File: config.mk
export PLATFORM = sky130hd
export DESIGN_NAME = any1_fu_result_arb
export DESIGN_NICKNAME = d
export VERILOG_FILES = /design/src/rtl/any1_fu_result_arb_pkg.sv /design/src/rtl/any1_rr_picker.sv /design/src/rtl/any1_fu_result_arb.sv
export SDC_FILE = /design/constraint.sdc
export NUM_CORES = 2
export LEC_CHECK = 0
export CORE_MARGIN = 2
export CORE_UTILIZATION = 35
export CTS_CLUSTER_SIZE = 16
export DETAILED_ROUTE_END_ITERATION = 7
export GPL_ROUTABILITY_DRIVEN = 0
export PLACE_DENSITY = 0.61
export SYNTH_ARGS = -nofsm -noshare
export SYNTH_HDL_FRONTEND = slang
export SYNTH_SLANG_ARGS = --single-unit
File: constraint.sdc
create_clock -name clk_i -period 16.1 [get_ports clk_i]
set_input_delay 3.22 -clock clk_i [delete_from_list [all_inputs] [get_ports clk_i]]
set_output_delay 3.22 -clock clk_i [all_outputs]
set_load 0.01 [all_outputs]
File: src/rtl/any1_fu_result_arb_pkg.sv
// Shared types for the ANY-1 result-bus arbiter: unit codes, index type and
// the functional-unit result record handed to the reorder buffer.
package any1_fu_result_arb_pkg;

  localparam int NFU = 5;
  localparam int FUW = 3;

  typedef logic [2:0] FuIndex;

  localparam FuIndex FU_EXEC = 3'd0;
  localparam FuIndex FU_MUL  = 3'd1;
  localparam FuIndex FU_DIV  = 3'd2;
  localparam FuIndex FU_MEM  = 3'd3;
  localparam FuIndex FU_FP   = 3'd4;

  localparam logic [7:0] FLT_NONE = 8'h00;

  typedef struct packed {
    logic        cmt;
    logic [5:0]  rid;
    logic [1:0]  ele;
    logic [7:0]  cause;
    logic [63:0] badAddr;
    logic [63:0] res;
  } sFuncUnit;

endpackage

File: src/rtl/any1_rr_picker.sv
// Rotating-priority first-one finder: scans req_i from start_i upward,
// wrapping at NFU, and returns the first set request one-hot and encoded.
module any1_rr_picker
  import any1_fu_result_arb_pkg::*;
(
  input  logic [NFU-1:0] req_i,
  input  FuIndex         start_i,
  output logic [NFU-1:0] grant_o,
  output FuIndex         idx_o,
  output logic           any_o
);

  always_comb begin
    int u;
    grant_o = '0;
    idx_o   = '0;
    any_o   = 1'b0;
    u       = 0;
    for (int k = 0; k < NFU; k++) begin
      u = (int'(start_i) + k) % NFU;
      if (!any_o && req_i[u]) begin
        any_o      = 1'b1;
        grant_o[u] = 1'b1;
        idx_o      = FuIndex'(u);
      end
    end
  end

endmodule

File: src/rtl/any1_fu_result_arb.sv
// Result-bus arbiter: one holding register per functional unit, round-robin
// grant of one held record per cycle onto the registered ROB write port.
module any1_fu_result_arb
  import any1_fu_result_arb_pkg::sFuncUnit;
  import any1_fu_result_arb_pkg::FuIndex;
#(
  parameter int NFU = 5,
  parameter int FUW = 3
) (
  input  logic           clk_i,
  input  logic           rst_i,
  input  logic           flush_i,
  input  logic           rob_stall_i,
  input  logic [NFU-1:0] fu_v_i,
  input  sFuncUnit       fu_i [NFU],
  output logic [NFU-1:0] fu_rdy_o,
  output logic           rob_wr_o,
  output sFuncUnit       rob_fu_o,
  output logic [FUW-1:0] rob_unit_o
);

  logic [NFU-1:0] hold_v_q, hold_v_d;
  sFuncUnit       hold_q [NFU];
  FuIndex         rr_ptr_q;

  logic [NFU-1:0] pick_grant, grant_eff, accept;
  FuIndex         pick_idx;
  logic           pick_any, do_grant;

  logic           rob_wr_q;
  sFuncUnit       rob_fu_q;
  logic [FUW-1:0] rob_unit_q;

  any1_rr_picker u_picker (
    .req_i   (hold_v_q),
    .start_i (rr_ptr_q),
    .grant_o (pick_grant),
    .idx_o   (pick_idx),
    .any_o   (pick_any)
  );

  // Handshake: a record moves when fu_v_i & fu_rdy_o at a rising edge. Ready
  // depends only on state, flush and the grant, never on fu_v_i, so a unit
  // that keeps winning can refill its slot every cycle.
  always_comb begin
    do_grant  = pick_any & ~flush_i & ~rob_stall_i;
    grant_eff = do_grant ? pick_grant : '0;
    fu_rdy_o  = flush_i ? '0 : (~hold_v_q | grant_eff);
    accept    = fu_v_i & fu_rdy_o;
    hold_v_d  = flush_i ? '0 : ((hold_v_q & ~grant_eff) | accept);
  end

  always_ff @(posedge clk_i) begin
    if (rst_i) begin
      hold_v_q   <= '0;
      rr_ptr_q   <= '0;
      rob_wr_q   <= 1'b0;
      rob_fu_q   <= '0;
      rob_unit_q <= '0;
      for (int i = 0; i < NFU; i++) hold_q[i] <= '0;
    end else begin
      hold_v_q <= hold_v_d;
      rob_wr_q <= do_grant;
      for (int i = 0; i < NFU; i++) begin
        if (accept[i]) hold_q[i] <= fu_i[i];
      end
      // Without a grant the last record and unit stay on the port.
      if (do_grant) begin
        rob_fu_q   <= hold_q[pick_idx];
        rob_unit_q <= FUW'(pick_idx);
        rr_ptr_q   <= (pick_idx == FuIndex'(NFU - 1)) ? '0 : pick_idx + FuIndex'(1);
      end
    end
  end

  assign rob_wr_o   = rob_wr_q;
  assign rob_fu_o   = rob_fu_q;
  assign rob_unit_o = rob_unit_q;

endmodule

==> reports/metrics.yaml <==
global_routing:
  grt_max_degree: 192
  first_global_vias: 28200
  grt_pass1_wl_um: 195000
  track_usage: 0.224
  antenna_found_initial: 61
  use_met3: 0.0599
  grt_use_met2: 0.381
  overflow: 0
  grt.busiest_layer: "met2"
  grt_use_met1: 0.271
synth:
  synthAdderAreaFrac: 0.00919
  synth_edf_count: 725
  syn_nets: 3907
  synth_top_family_by_area: "simple AND/OR/NAND/NOR gates"
  synth-seq-cells: 882
  netlist_area_um2: 40600
  async_flop_share: 0
  synth-main-ff-cell: "edfxtp_1"
  yosys_warnings: 0
  synth_top_area_frac: 0.537
  synth_area_per_cell_um2: 12.9
  synthSimpleGateAreaFrac: 0.167
  seq_area_frac_synth: 0.614
  synth_area_leaders: "edfxtp_1, nor2b_1, dfxtp_1, mux2i_1, a21o_1"
  yosysUniqueCellTypes: 88
  synthMuxAreaShare: 0.0744
  synth_xor_area_frac: 0.00167
  syn_inst: 3144
  yosysMostFrequentCell: "nor2b_1"
  synth-compound-area-share: 0.0979
  yosys.area.top_type: "edfxtp_1"
  synth_common_cells: "nor2b_1, edfxtp_1, mux2i_1"
timing:
  final.setup.tns_ns: 0
  rsz0062_at_grt: "false"
  finalWorstSetupSlack_ns: 4.22
  fmax_mhz: 84.2
  worst_hold_slack_ns: 0.464
  slew_viol_final: 0
  period_share: 0.738
  tightest_slew_ns: 1.03
  period_minus_slack_ns: 11.88
  fin_skew_ns: 0.0600
  finalSetupViolCount: 0
  hold_viol_final: 0
  max_slew_margin: 0.311
worst_setup_path:
  crit_path_frequent_cell: "ha_1"
  cp_cell_sequence: "inv_1 > ha_1 > clkinv_1 > ha_1 > or3_1 > and3_1 > or2_1 > ha_1 > a221oi_1 > o221a_2 > mux2i_1 > a2111oi_2 > a2bb2oi_2 > o31ai_4 > buf_4 > a32o_1 > nor2_1 > clkdlybuf4s50_1"
  worstPathRequired_ns: 12.88
  critPathCaptureType: "output pin"
  start_kind: "register"
  r2r-end: "hold_q[2][110]$_SDFFCE_PN0P_"
  ff2ff_path_depth: 22
  critical_path.max_fanout: 62
  r2r-start: "rr_ptr_q[1]$_SDFFE_PP0P_"
  cpPeakStageDelay_ns: 0.87
  crit_path_start: "rr_ptr_q[1]$_SDFFE_PP0P_"
  crit_path_top_delay_cell: "ha_1"
  cp.arrival_ns: 8.66
  r2r_slack_ns: 5.73
  critical_path_class: "reg -> out"
die:
  rows: 124
  floorplan.die.height_um: 344
  die-area_um2: 119000
  ios: 888
  core_area_um2: 115000
  initial_utilization: 0.354
  die_x_um: 344
detailed_routing:
  drt-initial-drc-count: 1858
  ant_nets: 0
  avgViaCountPerCell: 5.10
  vias: 28400
  wl_um: 138000
  routedWlPerCell_um: 24.9
  drc_errors: 0
  dr.pass1.iters: 5
clocking:
  htree_levels: 3
  hold_buffers: 0
  numCtsBuffers: 98
  clock-sinks: 882
  ctsResizeCount: 0
  worstSkewPairLatency_ns: 0.71
  cts.path.max_buffers: 3
  root_buffer: "clkbuf_16"
  cts_tree: "done"
  clk_pin_slew_ns: 0.06
  postCtsSetupRepairBufs: 0
finish:
  post-route-cell-area_um2: 53800
  post_route_cells_drive_above_1_share: 0.0704
  area_growth_pct: 32.6
  final_nets: 4699
min_path:
  hp-start: "rob_unit_o[1]$_SDFFE_PP0P_"
  holdPathStages: 2
  min_delay_worst_endpoint: "rob_unit_o[1]$_SDFFE_PP0P_"
  hp-class: "reg -> reg"
power:
  ir_drop_v: 0.000432
  power.density_nw_per_um2: 179
  leakagePower_nw: 18.7
flow_run:
  maxCapViolCount: 0
status:
  status: "complete, no violations"
placed_design:
  io_buffers: 887
  preCtsSetupSlack_ns: 4.98
  hpwl_um: 94200
  place_area_um2: 50500
final cells by class:
type                    count  area [µm²]
diodes                     35        87.6
clock buffers             130        2680
clock inverters            54         584
fillers                 10400       60800
inverters                  28         105
multi-input cells        1993       14300
flip-flops and latches    882       24900
well taps                1512        1890
repair buffers            933        9260
metal layers:
metal,vias to the layer above,part of all wire
met3,260,0.072
met1,14000,0.39
li1,13100,-
met4,52,0.033
met2,976,0.50
met5,-,0.0024
layout by cell type, fill, tap and decap left out, types with 5 or more instances in the layout:
cell type and count:
clkdlybuf4s50_1 886, nor2b_1 729, edfxtp_1 725, mux2i_1 299, nand2_1 179, dfxtp_1 157, nand3_1 156, a21o_1 151
o221ai_1 98, clkbuf_16 98, o221ai_2 50, buf_4 43, nor2_1 39, diode_2 35, ha_1 29, a21oi_1 27
clkinv_2 26, inv_1 25, clkbuf_1 21, o21ai_0 19, a31oi_1 14, nor3_1 13, nand2b_1 12, clkinv_1 11
o21a_1 11, clkbuf_8 11, a211oi_1 9, a211o_1 8, o211ai_1 8, bufinv_16 8, nor3b_1 7, or3_1 7
nor4_1 5, o22ai_1 5, a21o_4 5
where the power goes:
| part | leakage, nW | switching (W) | internal, W |
|---|---|---|---|
| clock network | 1.61 | 0.000964 | 0.00131 |
| registers | 8.87 | 0.000217 | 0.00303 |
| logic | 8.23 | 0.00239 | 0.00173 |
| total | 18.7 | 0.00358 | 0.00608 |
metrics by stage:
step	util	total power [W]	cells
2_1_floorplan	-	0.00595	3144
3_3_place_gp	0.440	0.00742	5348
3_5_place_dp	0.440	0.00744	5348
4_1_cts	0.469	0.00972	5532
5_1_grt	0.469	0.0101	5559
6_report	0.469	0.00965	5567
worst max-delay path by stage:
stage,end,slack [ns],cells past startpoint
finish,fu_rdy_o[0],4.22,18
global route,fu_rdy_o[0],3.66,18
CTS,fu_rdy_o[0],4.23,18
detailed placement,fu_rdy_o[0],4.98,18
global placement,fu_rdy_o[0],5.23,18
floorplan,hold_q[3][0]$_SDFFCE_PN0P_,6.48,26
cells by family after synthesis:
| logic type | count (synthesis) |
|---|---|
| XOR/XNOR | 6 |
| buffers and inverters | 269 |
| adder cells (fa/ha/maj) | 30 |
| multiplexers | 301 |
| flip-flops | 882 |
| AO/OA/AOI/OAI | 467 |
| AND/OR/NAND/NOR | 1189 |
sequential cells by signal (all words and copies together), names as in the netlist:
register    count
rob_unit_o      3
hold_q        725
hold_v_q        5
rob_wr_o        1
rr_ptr_q        3
rob_fu_o      145
critical path: cells and delay by family, from the launching register on:
kind / cells / cell delay (ns)
multiplexers: 1 / 0.12
adder cells (fa/ha/maj): 3 / 1.50
AO/OA/AOI/OAI: 6 / 2.53
AND/OR/NAND/NOR: 4 / 1.24
flip-flops: 1 / 0.73
buffers and inverters: 4 / 1.82
Note: power is estimated with default switching activity, not from simulation.
